**config.mk**
```make
export PLATFORM = sky130hd
export DESIGN_NAME = code_mem
export DESIGN_NICKNAME = d
export VERILOG_FILES = /design/src/rtl/code_mem_pkg.sv /design/src/rtl/code_mem_array.sv /design/src/rtl/code_mem.sv
export SDC_FILE = /design/constraint.sdc
export NUM_CORES = 1
export LEC_CHECK = 0
export CAP_MARGIN = 20
export CORE_MARGIN = 2
export CORE_UTILIZATION = 60
export CTS_CLUSTER_DIAMETER = 80
export DETAILED_ROUTE_END_ITERATION = 7
export PLACE_DENSITY = 0.83
export SYNTH_ARGS = -nofsm -noshare
export SYNTH_HDL_FRONTEND = slang
export SYNTH_SLANG_ARGS = --single-unit
```
**constraint.sdc**
```tcl
create_clock -name clk -period 6.1 [get_ports clk]
set_input_delay 0.915 -clock clk [delete_from_list [all_inputs] [get_ports clk]]
set_output_delay 0.915 -clock clk [all_outputs]
set_load 0.05 [all_outputs]
```
**src/rtl/code_mem_pkg.sv**
```systemverilog
// code_mem_pkg: shared instruction encodings and load/fetch state encoding for code_mem.
package code_mem_pkg;
  localparam logic [3:0] OP_NOP = 4'hF;
  localparam logic [2:0] R_ZERO = 3'd0;
  localparam logic [6:0] NOP_HI = {OP_NOP, R_ZERO};
  typedef enum logic [1:0] {
    ST_EMPTY = 2'd0,
    ST_LOAD  = 2'd1,
    ST_RUN   = 2'd2
  } state_t;
endpackage

```
**src/rtl/code_mem_array.sv**
```systemverilog
// code_mem_array: instruction storage, one write port and one registered read port.
// Optional even-parity bit per slot when CODE_MEM_PARITY_EN is defined.
module code_mem_array #(
  parameter int W     = 16,
  parameter int DEPTH = 8,
  parameter int IW    = $clog2(DEPTH)
) (
  input  logic          clk,
  input  logic          we,
  input  logic [IW-1:0] waddr,
  input  logic [W-1:0]  wdata,
  input  logic          re,
  input  logic [IW-1:0] raddr,
  output logic [W-1:0]  rdata
`ifdef CODE_MEM_PARITY_EN
  , output logic        perr
`endif
);
  logic [W-1:0] mem [DEPTH];
  logic [W-1:0] rdata_q;
  always_ff @(posedge clk) begin
    if (we) mem[waddr] <= wdata;
    if (re) rdata_q <= mem[raddr];
  end
  assign rdata = rdata_q;
`ifdef CODE_MEM_PARITY_EN
  logic par_mem [DEPTH];
  logic par_q;
  always_ff @(posedge clk) begin
    if (we) par_mem[waddr] <= ^wdata;
    if (re) par_q <= par_mem[raddr];
  end
  assign perr = ^{par_q, rdata_q};
`endif
endmodule

```
**src/rtl/code_mem.sv**
```systemverilog
// code_mem: loadable instruction memory with EMPTY/LOAD/RUN control and 1-cycle fetch.
// Optional parity checking enabled by defining CODE_MEM_PARITY_EN (adds par_err port).
module code_mem
  import code_mem_pkg::*;
#(
  parameter int INSWIDTH = 16,
  parameter int PCWIDTH  = 8,
  parameter int DEPTH    = 8
) (
  input  logic                clk,
  input  logic                rst_n,
  input  logic                ld_start,
  input  logic                ld_valid,
  input  logic                ld_last,
  input  logic [INSWIDTH-1:0] ld_data,
  output logic                ld_ready,
  input  logic                fe_req,
  input  logic [PCWIDTH-1:0]  fe_pc,
  output logic                fe_valid,
  output logic [INSWIDTH-1:0] fe_ins,
  output logic                busy,
  output logic [PCWIDTH:0]    prog_len
`ifdef CODE_MEM_PARITY_EN
  , output logic              par_err
`endif
);
  localparam int IW = $clog2(DEPTH);
  localparam logic [INSWIDTH-1:0] NOP = {NOP_HI, {(INSWIDTH-$bits(NOP_HI)){1'b0}}};
  localparam logic [PCWIDTH:0] LEN_MAX = (PCWIDTH+1)'(DEPTH);
  state_t state_q, state_d;
  logic [PCWIDTH:0] wptr_q, wptr_d, len_q, len_d;
  logic fe_valid_q, fe_valid_d, sel_q, sel_d;
  logic we, done, hit;
  logic [INSWIDTH-1:0] rdata;
  assign ld_ready = (state_q == ST_LOAD) && (wptr_q < LEN_MAX);
  // a word arriving with ld_start is discarded: the restart wins
  assign we   = ld_valid && ld_ready && !ld_start;
  assign done = we && (ld_last || wptr_q == LEN_MAX - 1'b1);
  assign hit  = fe_req && (state_q == ST_RUN) && ({1'b0, fe_pc} < len_q);
  always_comb begin
    state_d    = ld_start ? ST_LOAD : done ? ST_RUN : state_q;
    wptr_d     = ld_start ? '0 : we ? wptr_q + 1'b1 : wptr_q;
    len_d      = ld_start ? '0 : done ? wptr_q + 1'b1 : len_q;
    fe_valid_d = fe_req;
    sel_d      = fe_req ? hit : sel_q;
  end
  always_ff @(posedge clk or negedge rst_n) begin
    if (!rst_n) begin
      state_q    <= ST_EMPTY;
      wptr_q     <= '0;
      len_q      <= '0;
      fe_valid_q <= 1'b0;
      sel_q      <= 1'b0;
    end else begin
      state_q    <= state_d;
      wptr_q     <= wptr_d;
      len_q      <= len_d;
      fe_valid_q <= fe_valid_d;
      sel_q      <= sel_d;
    end
  end
  assign fe_valid = fe_valid_q;
  assign busy     = (state_q == ST_LOAD);
  assign prog_len = len_q;
`ifdef CODE_MEM_PARITY_EN
  logic perr;
  code_mem_array #(.W(INSWIDTH), .DEPTH(DEPTH), .IW(IW)) u_arr (
    .clk(clk), .we(we), .waddr(wptr_q[IW-1:0]), .wdata(ld_data),
    .re(hit), .raddr(fe_pc[IW-1:0]), .rdata(rdata), .perr(perr)
  );
  assign fe_ins  = (sel_q && !perr) ? rdata : NOP;
  assign par_err = fe_valid_q && sel_q && perr;
`else
  code_mem_array #(.W(INSWIDTH), .DEPTH(DEPTH), .IW(IW)) u_arr (
    .clk(clk), .we(we), .waddr(wptr_q[IW-1:0]), .wdata(ld_data),
    .re(hit), .raddr(fe_pc[IW-1:0]), .rdata(rdata)
  );
  assign fe_ins = sel_q ? rdata : NOP;
`endif
endmodule

```
* Yosys cells after proc, flatten, opt, wreduce, memory -nomap -nowiden
Memories as Yosys holds them, arrays and structs flattened. A register that Yosys moved wholly into a read port is not among the register bits.
Index checks and enable logic that the tools add are counted.
Widths: inputs -> output; s select.
** Word-level totals
- Flip-flop bits (word level) :: 22
- Memory bits (writable) :: 128
- Input port bits :: 30
- Output and inout bits :: 28
- Logic and storage cells :: 31
- Memories kept :: 1
** Memories
- u_arr.mem :: words 8, bits a word 16, rd ports 1, clocked after Yosys merged registers in 1, wr ports 1, line code_mem_array.sv:19 : logic [W-1:0] mem [DEPTH];
** Operators by class
- $add $sub $neg :: 1
- Magnitude comparators :: 2
- Equal/unequal tests :: 3
- Multiplexer cells :: 9
- Reductions and logical operators :: 10
** Operator list (number)
- $mux 9 :: 4
- $mux 16 :: 1
- $add 9x1->9 const B :: 1
- $eq 9x3->1 const B :: 1
- $lt 8x9->1 :: 1
- $lt 9x4->1 const B :: 1
- $logic_and 1x1->1 :: 6
- $mux 2 :: 2
- $reduce_bool 2->1 :: 2
- $eq 2x1->1 const B :: 1
- $eq 2x2->1 const B :: 1
- $mux 1 :: 2
- $logic_not 1->1 :: 1
- $logic_or 1x1->1 :: 1

* Logic depth before layout (Yosys ltp)
Gate-level depths: netlist (run 1).
- Word-level depth :: 7
- Mapped depth :: 6
- Gate-level depth less buffers :: 6

* By module
A second synthesis (run 1) with hierarchy kept.
** Second synthesis, totals
- Cell total of the unflattened synthesis :: 330
- Area total of the unflattened synthesis :: 6645.1 µm²
** Modules (own cells, without submodules)
- code_mem_array :: times used 1, cells an instance 214, area an instance 5454.0 µm², sequential area each 4324.1 µm²
- code_mem :: times used 1, cells an instance 116, area an instance 1191.1 µm², sequential area each 550.5 µm²

* Worst setup path after synthesis (run 1)
Ideal clock, no wire load.
- Kind :: input -> register
- From :: input fe_pc[6]
- To :: register u_arr.rdata_q[0] (netlist: u_arr.rdata[0]) (read register of u_arr.mem) (enable)
- Setup time :: 417 ps
- Data arrival time :: 2822 ps
- Required time :: 5683 ps
- Setup slack :: 2861 ps
- Stages on the path :: 4
- Buffers on the path :: 0
- Cell sequence :: ha_1 a211oi_1 o31ai_1 a211oi_1
** Between the ends
- Word-level cells in the longest chain between the ends :: 2
** RTL lines
- start, declared :: line code_mem.sv:18 : input logic [PCWIDTH-1:0] fe_pc,
- $lt 8x9->1 :: line code_mem.sv:39 : assign hit = fe_req && (state_q == ST_RUN) && ({1'b0, fe_pc} < len_q);
- $logic_and 1x1->1 :: line code_mem.sv:39
- net hit :: line code_mem.sv:33 : logic we, done, hit;
- end, declared :: line code_mem_array.sv:20 : logic [W-1:0] rdata_q;
The timed path passes the listed nets, and every way through them passes these cells.
A chain may end at the register's enable or synchronous reset.

* Final worst setup path (run 1)
- From :: register state_q[1]
- To :: output ld_ready
** Between the ends
- Word-level cells in the longest chain between the ends :: 2
** RTL lines
- start, declared :: line code_mem.sv:30 : state_t state_q, state_d;
- start signal, assigned :: line code_mem.sv:55 : state_q <= state_d;
- $eq 2x1->1 :: line code_mem.sv:35 : assign ld_ready = (state_q == ST_LOAD) && (wptr_q < LEN_MAX);
- $logic_and 1x1->1 :: line code_mem.sv:35
- end, declared :: line code_mem.sv:16 : output logic ld_ready,
Every way passes these cells.

==> impl_metrics.csv, run 1 <==
group,metric,value,unit
run_status,run_status,"finished, final reports clean",
cells_and_area,fillCellCount,623,
clock_tree,clk_pin_slew,0.07,ns
cells_and_area,most-common-layout-cells,"sky130_fd_sc_hd__edfxtp_1 (144), sky130_fd_sc_hd__clkdlybuf4s50_1 (56), sky130_fd_sc_hd__mux4_2 (32)",
clock_tree,cts_made_buffers,17,
worst_setup_path,endpoint_of_the_lowest_slack_register_to_register_path,"u_arr.mem[4][12]$_DFFE_PP_",
worst_setup_path,crit_required,5.18,ns
worst_setup_path,path_max_fanout,4,
worst_setup_path,slowest_delay,0.80,ns
global_routing,pin_count_of_the_biggest_net_entering_global_routing,34,
clock_tree,htree_levels,4,
global_routing,grt_pass1_vias,3402,
floorplanning,floorplan.initialDensity,60.9,%
sta,setup_ws,2.82,ns
sta,maxSlewHeadroom,34.0,%
worst_setup_path,timing.setup.critical_path_class,"flop to primary output",
cells_and_area,antenna_diode_count,0,
sta,worst_hold_slack,0.529,ns
flow_run,max_cap_viol_count,0,
worst_setup_path,reg2reg_from,"state_q[1]$_DFFE_PN0P_",
clock_tree,cts_tree,"done",
clock_tree,cts.path.max_buffers,2,
synthesis,synth_sequential_area_ratio,74.5,%
min_path,worst_hold_path.endpoint,"prog_len[6]$_DFFE_PN0P_",
global_routing,grtUsageTotal,23.3,%
sta,grt_setup_unrepaired,"no",
cells_and_area,area.growth.synth_to_final,21.5,%
route,vias,3296,
placed_design,numPortBuffers,57,
min_path,timing.hold.worst.class,"flop to flop",
route,drt_iter0_markers,266,
synthesis,top_area_cells_in_the_synthesized_netlist,"sky130_fd_sc_hd__edfxtp_1 (66%), sky130_fd_sc_hd__mux4_2 (11%), sky130_fd_sc_hd__dfrtp_1 (8.4%)",
clock_tree,clkSinkCount,166,
synthesis,synthCells,329,
floorplanning,std_cell_rows,38,
worst_setup_path,crit_path_cell_trace,"nor4b_4 > and2_1 > clkdlybuf4s50_1",
cells_and_area,final_common_cell,"sky130_fd_sc_hd__edfxtp_1",
route,routedWlPerCell,22.6,um
placed_design,placed_cells_incl_taps,525,
sta,final.period_utilization,53.7,%
synthesis,number_of_flip_flops_and_latches_in_the_synthesized_netlist,166,
placed_design,gpl.final_weighted_congestion,0.770,
synthesis,post_synth_instance_area,6550,um^2
worst_setup_path,critPathBufInv,1,
cells_and_area,instances_no_fill,558,
floorplanning,die-area,11800,um^2
global_routing,first_pass_grt_wire_length,19.1,mm
clock_tree,ctsHoldBuffers,0,
clock_tree,clk-insertion-delay-late,0.52,ns
sta,final_hold_violations,0,
placed_design,place.detailed.hpwl,7.31,mm
placed_design,pre_cts_ws,2.61,ns
worst_setup_path,cp_top_family,"buffers and inverters",
worst_setup_path,timing.critical_path.to_type,"primary output",
pwr,leakagePower,2.75,nW
clock_tree,post-cts-setup-buffers,0,
synthesis,unique_cell_type_count_in_the_yosys_netlist,37,
worst_setup_path,r2r.worst_path.cells,5,
clock_tree,cts_root_buffer,"sky130_fd_sc_hd__clkbuf_8",
synthesis,mappedNetlistNets,367,
worst_setup_path,worst_setup_path_start_kind,"flop",
synthesis,synth.largest_area_cell,"sky130_fd_sc_hd__edfxtp_1",
route,drt.antenna.violating_nets,0,
clock_tree,post_cts.resized_instances,0,
synthesis,yosys_top_cell_area_share,66.1,%
floorplanning,die_w,108,um
global_routing,grt_overflow_total,0,
sta,time_the_worst_path_needs_with_i_o_delays_and_setup,3.28,ns
cells_and_area,fin_nets,443,
pwr,max-vdd-ir-drop,234,uV
global_routing,grt_antenna_before_repair,0,
synthesis,postSynthAreaPerCell,19.9,um^2
floorplanning,io_pins,58,
sta,report.final.slew_viol_count,0,
floorplanning,core,10700,um^2
sta,timing.setup.tns,0,ns
min_path,hold_depth,1,
route,finalWirelength,12.6,mm
pwr,power,2.50,mW
worst_setup_path,worstPathArrival,2.36,ns
synthesis,yosysWarningCount,0,
route,drtPass1Iterations,5,
floorplanning,floorplan.die.height,108,um
worst_setup_path,timing.reg2reg.setup_slack,3.46,ns
sta,tightest_slew,0.987,ns
route,route.detailed.drc,0,
sta,achievable-frequency,305,MHz
route,via_per_inst,5.91,
sta,setup_viol,0,
cells_and_area,layout-drive-gt1-share,23.4,%
pwr,cellPowerDensity,315,nW/um^2
worst_setup_path,timing.critical_path.slowest_stage_cell,"sky130_fd_sc_hd__clkdlybuf4s50_1",
sta,fin_worst_skew,0.00831,ns
min_path,worstHoldStart,"prog_len[6]$_DFFE_PN0P_",
-- through the flow --
step | util (%) | cell area (um^2)
floorplan | - | 6550
global placement | 68.0 | 7310
detailed placement | 68.0 | 7310
CTS | 73.7 | 7920
global route | 74.0 | 7950
finish | 74.0 | 7950
-- worst register-to-register path, cell delays in order, from the launching register on --
cell	delay [ns]
sky130_fd_sc_hd__dfrtp_1	0.46
sky130_fd_sc_hd__nor4b_4	0.40
sky130_fd_sc_hd__nand3_2	0.18
sky130_fd_sc_hd__or3_4	0.40
sky130_fd_sc_hd__nor2_1	0.57
sky130_fd_sc_hd__buf_4	0.32
-- routing by layer --
metal	track usage, %	up-vias	share of wire [%]
met5	1.79	-	0
met4	11.4	0	2.6
met3	4.88	24	6.2
met2	37.3	135	51
met1	30.8	1690	40
li1	-	1447	-
-- state kept, by name (all words and copies together), names as in the netlist --
register / count
sel_q: 1
u_arr.rdata: 16
u_arr.mem: 128
fe_valid: 1
wptr_q: 9
prog_len: 9
state_q: 2
-- power by group --
group | switching, mW | leakage (nW) | internal (mW)
logic | 0.0789 | 0.864 | 0.0682
clock network | 0.428 | 0.289 | 0.669
registers | 0.00839 | 1.60 | 1.25
-- layout make-up --
type                    instances  area, um^2  share of cell area, %
repair buffers                 69         676                   8.50
flip-flops and latches        166        4870                   61.3
clock inverters                14         196                   2.47
inverters                      10        37.5                  0.472
well taps                     140         175                   2.20
multi-input cells             141        1570                   19.8
clock buffers                  18         418                   5.26
-- Yosys cell counts (all sizes together) --
master  number
and3b        1
buf          9
nand3        2
edfxtp     144
nand2        5
mux2i        3
nor4b        1
clkbuf       3
nor4         1
nor2b        8
and2        18
mux2        16
a21o         2
o32ai        1
xnor2        1
a211oi       3
nand2b       8
inv         10
or3          1
dfrtp       22
or2          2
o31ai        1
nand4b       2
xor2         2
ha           8
nor2        14
nand4        1
mux4        32
nor3         2
a21oi        5
o21ai        1
-- logic make-up after synthesis --
| group | count (synthesis) | synth area share [%] |
|---|---|---|
| flip-flops | 166 | 74.5 |
| AND/OR/NAND/NOR | 66 | 6.44 |
| multiplexers | 51 | 14.2 |
| buffers and inverters | 22 | 1.64 |
| AO/OA/AOI/OAI | 13 | 1.28 |
| adder cells (fa/ha/maj) | 8 | 1.53 |
| XOR/XNOR | 3 | 0.402 |
-- worst max path at each step --
| stage | start | cells after the start | end | slack [ns] |
|---|---|---|---|---|
| after global placement | fe_pc[2] | 6 | u_arr.rdata[10]$_DFFE_PP_ | 2.67 |
| after CTS | state_q[1]$_DFFE_PN0P_ | 3 | ld_ready | 2.80 |
| after global routing | sel_q$_DFFE_PN0P_ | 2 | fe_ins[11] | 2.73 |
| after detailed placement | ld_start | 5 | u_arr.mem[5][11]$_DFFE_PP_ | 2.61 |
| after floorplan | fe_pc[6] | 4 | u_arr.rdata[0]$_DFFE_PP_ | 2.86 |
| final | state_q[1]$_DFFE_PN0P_ | 3 | ld_ready | 2.82 |
Note: power is estimated with default switching activity, not from simulation.
==> run 2: changes to the inputs <==
CORE_UTILIZATION = 57   (was 60)
PLACE_DENSITY = 0.79   (was 0.83)
clock period = 3.32 ns   (was 6.1 ns; I/O delays follow)
==> impl_metrics.csv, run 2 (same netlist as run 1, synthesis figures left out) <==
group,metric,value,unit
clock_tree,cts_root_buffer,"sky130_fd_sc_hd__clkbuf_16",
route,drtPass1Iterations,4,
sta,worst_hold_slack,0.306,ns
pwr,power,4.36,mW
cells_and_area,largest_register_ffs,128,
route,route.detailed.drc,0,
sta,timing.setup.tns,0,ns
clock_tree,cts_tree,"done",
worst_setup_path,worst_setup_path_start_kind,"flop",
route,drt_iter0_markers,270,
placed_design,numPortBuffers,57,
pwr,power.net_switching,863,uW
route,routedWlPerCell,21.3,um
clock_tree,post_cts.resized_instances,0,
cells_and_area,area.growth.synth_to_final,21.1,%
cells_and_area,most-common-layout-cells,"sky130_fd_sc_hd__edfxtp_1 (144), sky130_fd_sc_hd__clkdlybuf4s50_1 (56), sky130_fd_sc_hd__mux4_2 (32)",
sta,achievable-frequency,369,MHz
global_routing,grt_overflow_total,0,
sta,report.final.slew_viol_count,0,
run_status,run_status,"finished, final reports clean",
global_routing,pin_count_of_the_biggest_net_entering_global_routing,33,
sta,setup_viol,0,
sta,time_the_worst_path_needs_with_i_o_delays_and_setup,2.71,ns
clock_tree,cts.path.max_buffers,2,
cells_and_area,instances_no_fill,566,
global_routing,grtUsageTotal,21.2,%
worst_setup_path,path_max_fanout,4,
clock_tree,ctsHoldBuffers,0,
cells_and_area,design_area,7920,um^2
floorplanning,die_w,111,um
sta,grt_setup_unrepaired,"no",
route,vias,3225,
worst_setup_path,startpoint,"wptr_q[3]$_DFFE_PN0P_",
worst_setup_path,timing.setup.critical_path_class,"flop to primary output",
clock_tree,clkSinkCount,166,
global_routing,grt_pass1_vias,3453,
pwr,max-vdd-ir-drop,356,uV
clock_tree,clk-insertion-delay-late,0.41,ns
min_path,timing.hold.worst.class,"input port to async pin",
global_routing,grt_antenna_before_repair,0,
route,drt.antenna.violating_nets,0,
clock_tree,clk_pin_slew,0.06,ns
worst_setup_path,worstPathArrival,2.21,ns
pwr,p_sw_share,19.8,%
route,finalWirelength,12.1,mm
flow_run,max_cap_viol_count,0,
cells_and_area,largest-register,"u_arr.mem",
pwr,share_clk_of_total_power,40.8,%
floorplanning,core,11300,um^2
floorplanning,std_cell_rows,39,
worst_setup_path,timing.critical_path.to_type,"primary output",
clock_tree,post-cts-setup-buffers,0,
sta,setup_ws,0.610,ns
sta,tightest_slew,0.587,ns
cells_and_area,layout-drive-gt1-share,22.9,%
pwr,comb_power_share,6.1,%
clock_tree,htree_levels,4,
route,via_per_inst,5.70,
sta,fin_worst_skew,0.00425,ns
floorplanning,floorplan.initialDensity,57.8,%
pwr,cellInternalPower,3.50,mW
global_routing,first_pass_grt_wire_length,18.9,mm
worst_setup_path,crit_required,2.82,ns
worst_setup_path,reg2reg_from,"wptr_q[3]$_DFFE_PN0P_",
floorplanning,io_pins,58,
sta,final.period_utilization,81.6,%
pwr,cellPowerDensity,550,nW/um^2
pwr,leakagePower,2.75,nW
floorplanning,floorplan.die.height,111,um
pwr,share_seq_of_total_power,53.1,%
floorplanning,die-area,12400,um^2
placed_design,dpl-instance-area,7360,um^2
placed_design,gpl.final_weighted_congestion,0.787,
cells_and_area,fin_nets,448,
sta,maxSlewHeadroom,60.9,%
cells_and_area,final_core_util,70.0,%
clock_tree,cts_made_buffers,17,
placed_design,pre_cts_ws,0.926,ns
sta,final_hold_violations,0,
cells_and_area,antenna_diode_count,0,
placed_design,placed_cells_incl_taps,533,
cells_and_area,final_common_cell,"sky130_fd_sc_hd__edfxtp_1",
placed_design,place.detailed.hpwl,7.10,mm
## run 2: final timing paths
path,depth (start not counted),slack (ns),endpoint
max,3,0.61,ld_ready
min,1,0.31,prog_len[7]$_DFFE_PN0P_
max reg2reg,5,1.15,u_arr.mem[2][1]$_DFFE_PP_
min reg2reg,1,0.52,prog_len[6]$_DFFE_PN0P_
max in group asynchronous,2,2.65,wptr_q[1]$_DFFE_PN0P_
min in group clk,1,0.52,prog_len[6]$_DFFE_PN0P_
## run 2: cell type report
class / count / area (um^2)
Inverter: 10 / 37.5
Sequential cell: 166 / 4870
Multi-Input combinational cell: 141 / 1570
Clock inverter: 5 / 51.3
Timing Repair Buffer: 74 / 726
Clock buffer: 27 / 483
Tap cell: 143 / 179
Fill cell: 713 / 3400
## run 2: routing by layer
layer / wire (um) / track usage (%)
met5: 0 / 0
met1: 4930 / 26.7
met3: 575 / 5.41
met4: 225 / 9.63
met2: 6340 / 35.1
## run 2: power by group through the flow
stage / combinational, mW / clock [mW] / sequential [mW]
finish: 0.266 / 1.78 / 2.32
global route: 0.287 / 1.90 / 2.32
CTS: 0.265 / 1.82 / 2.32
detailed placement: 0.264 / 0 / 2.36
global placement: 0.255 / 0 / 2.36
floorplan: 0.147 / 0 / 2.36
## run 2: critical path: stages (launching register included)
cell and delay, ns:
sky130_fd_sc_hd__dfrtp_1 0.44, sky130_fd_sc_hd__nor4_4 0.37, sky130_fd_sc_hd__and2_1 0.19, sky130_fd_sc_hd__clkdlybuf4s50_1 0.79
==> run 3: changes to the inputs <==
clock period = 2.66 ns   (was 3.32 ns; I/O delays follow)
==> impl_metrics.csv, run 3 (same netlist as run 1, synthesis figures left out) <==
group,metric,value,unit
run_status,run_status,"finished, final reports clean",
floorplanning,core,11300,um^2
worst_setup_path,reg2reg_from,"state_q[1]$_DFFE_PN0P_",
clock_tree,clk_pin_slew,0.06,ns
clock_tree,cts.path.max_buffers,2,
placed_design,numPortBuffers,57,
cells_and_area,area.growth.synth_to_final,21.0,%
clock_tree,clkSinkCount,166,
route,via_per_inst,5.68,
cells_and_area,instances_no_fill,563,
sta,time_the_worst_path_needs_with_i_o_delays_and_setup,2.40,ns
global_routing,first_pass_grt_wire_length,18.9,mm
global_routing,grt_antenna_before_repair,0,
pwr,cellPowerDensity,694,nW/um^2
sta,fin_worst_skew,0.00790,ns
sta,setup_viol,0,
floorplanning,die_w,111,um
sta,final_hold_violations,0,
route,drt.antenna.violating_nets,0,
worst_setup_path,worst_setup_path_start_kind,"flop",
placed_design,placed_cells_incl_taps,531,
global_routing,grt_pass1_vias,3443,
pwr,cellInternalPower,4.32,mW
floorplanning,die-area,12400,um^2
min_path,timing.hold.worst.class,"input port to async pin",
worst_setup_path,crit_required,2.26,ns
placed_design,place.detailed.hpwl,6.77,mm
pwr,share_seq_of_total_power,52.6,%
global_routing,grtUsageTotal,20.9,%
worst_setup_path,worstPathArrival,2.00,ns
flow_run,max_cap_viol_count,0,
sta,final.period_utilization,90.2,%
pwr,max-vdd-ir-drop,507,uV
route,topRoutingLayerUsed,"met4",
sta,setup_ws,0.262,ns
clock_tree,clk-insertion-delay-late,0.42,ns
clock_tree,cts_made_buffers,17,
route,vias,3200,
cells_and_area,antenna_diode_count,0,
clock_tree,cts_root_buffer,"sky130_fd_sc_hd__clkbuf_16",
worst_setup_path,endpoint_of_the_lowest_slack_register_to_register_path,"u_arr.mem[0][3]$_DFFE_PP_",
route,drt_iter0_markers,216,
cells_and_area,final_core_util,70.0,%
route,route.detailed.drc,0,
route,wl_met1,4.98,mm
sta,tightest_slew,0.528,ns
pwr,p_sw_share,21.3,%
route,drtPass1Iterations,5,
sta,worst_hold_slack,0.320,ns
route,met2_wirelength,6.30,mm
worst_setup_path,timing.reg2reg.setup_slack,0.50,ns
placed_design,gpl.final_weighted_congestion,0.844,
pwr,comb_power_share,6.0,%
clock_tree,cts_tree,"done",
worst_setup_path,timing.critical_path.to_type,"primary output",
worst_setup_path,timing.setup.critical_path_class,"flop to primary output",
cells_and_area,layout-drive-gt1-share,24.0,%
sta,grt_setup_unrepaired,"no",
clock_tree,ctsHoldBuffers,0,
cells_and_area,largest_register_ffs,128,
floorplanning,std_cell_rows,39,
clock_tree,htree_levels,4,
sta,maxSlewHeadroom,64.7,%
floorplanning,io_pins,58,
sta,achievable-frequency,417,MHz
placed_design,pre_cts_ws,0.409,ns
pwr,leakagePower,2.73,nW
floorplanning,floorplan.initialDensity,57.8,%
route,detailroute.wirelength.met3,548,um
pwr,share_clk_of_total_power,41.4,%
pwr,power.net_switching,1.17,mW
route,finalWirelength,12.0,mm
global_routing,pin_count_of_the_biggest_net_entering_global_routing,33,
cells_and_area,largest-register,"u_arr.mem",
sta,report.final.slew_viol_count,0,
cells_and_area,most-common-layout-cells,"sky130_fd_sc_hd__edfxtp_1 (144), sky130_fd_sc_hd__clkdlybuf4s50_1 (55), sky130_fd_sc_hd__mux4_2 (32)",
sta,timing.setup.tns,0,ns
worst_setup_path,path_max_fanout,17,
global_routing,grt_overflow_total,0,
cells_and_area,fin_nets,445,
worst_setup_path,r2r.worst_path.cells,5,
cells_and_area,final_common_cell,"sky130_fd_sc_hd__edfxtp_1",
floorplanning,floorplan.die.height,111,um
route,routedWlPerCell,21.3,um
==> run 3: cell types whose count changed in the layout (fill, tap and decap cells not counted), sizes merged <==
cell           delta
inv               +3
clkinv            +1
dlymetal6s2s      +1
buf               -3
clkinvlp          +4
clkbuf            -8
clkdlybuf4s50     -1
==> run 3: area by class of cell <==
| class | instances | area [um^2] |
|---|---|---|
| inverters | 10 | 37.5 |
| multi-input cells | 141 | 1570 |
| fillers | 702 | 3400 |
| repair buffers | 71 | 698 |
| clock inverters | 13 | 124 |
| well taps | 143 | 179 |
| clock buffers | 19 | 433 |
| flip-flops and latches | 166 | 4880 |
==> run 3: how the worst max path moves through the flow <==
stage                                  from                        to  slack [ns]  depth (start not counted)
floorplan           prog_len[6]$_DFFE_PN0P_  u_arr.rdata[0]$_DFFE_PP_        0.20                          5
global placement                   fe_pc[6]  u_arr.rdata[9]$_DFFE_PP_        0.43                          6
detailed placement                 fe_pc[6]  u_arr.rdata[9]$_DFFE_PP_        0.41                          6
CTS                       sel_q$_DFFE_PN0P_                fe_ins[10]        0.02                          2
global route              sel_q$_DFFE_PN0P_                fe_ins[10]        0.18                          2
finish                    sel_q$_DFFE_PN0P_                fe_ins[10]        0.26                          2
==> run 3: worst max-delay path: stages, from the launching register on <==
cell and delay [ns]:
sky130_fd_sc_hd__dfrtp_2 0.56, sky130_fd_sc_hd__and2_1 0.21, sky130_fd_sc_hd__clkdlybuf4s50_1 0.81
==> run 3: timing repair <==
| action | CTS | global route |
|---|---|---|
| resized for setup | 0 | 2 |
| buffers inserted | 0 | 0 |
| setup endpoints to repair | 0 | 2 |
==> run 3: metrics by stage <==
stage,instance area (um^2),power (mW)
after floorplan,6560,3.14
after CTS,7920,5.54
after global routing,7920,5.67
after global placement,7360,3.26
final,7920,5.49
after detailed placement,7360,3.28
==> run 3: routing by layer <==
metal  global-route usage (%)  vias to the layer above
met2                     34.8                       80
met3                     4.54                       19
li1                         -                     1448
met1                     27.7                     1653
met4                     7.49                        0
met5                        0                        -
==> run 3: power by group through the flow <==
stage          combinational (mW)  sequential (mW)  clock [mW]
6_report                    0.332             2.89        2.27
5_1_grt                     0.360             2.89        2.42
4_1_cts                     0.336             2.89        2.31
3_5_place_dp                0.332             2.94           0
3_3_place_gp                0.322             2.94           0
2_1_floorplan               0.184             2.95           0
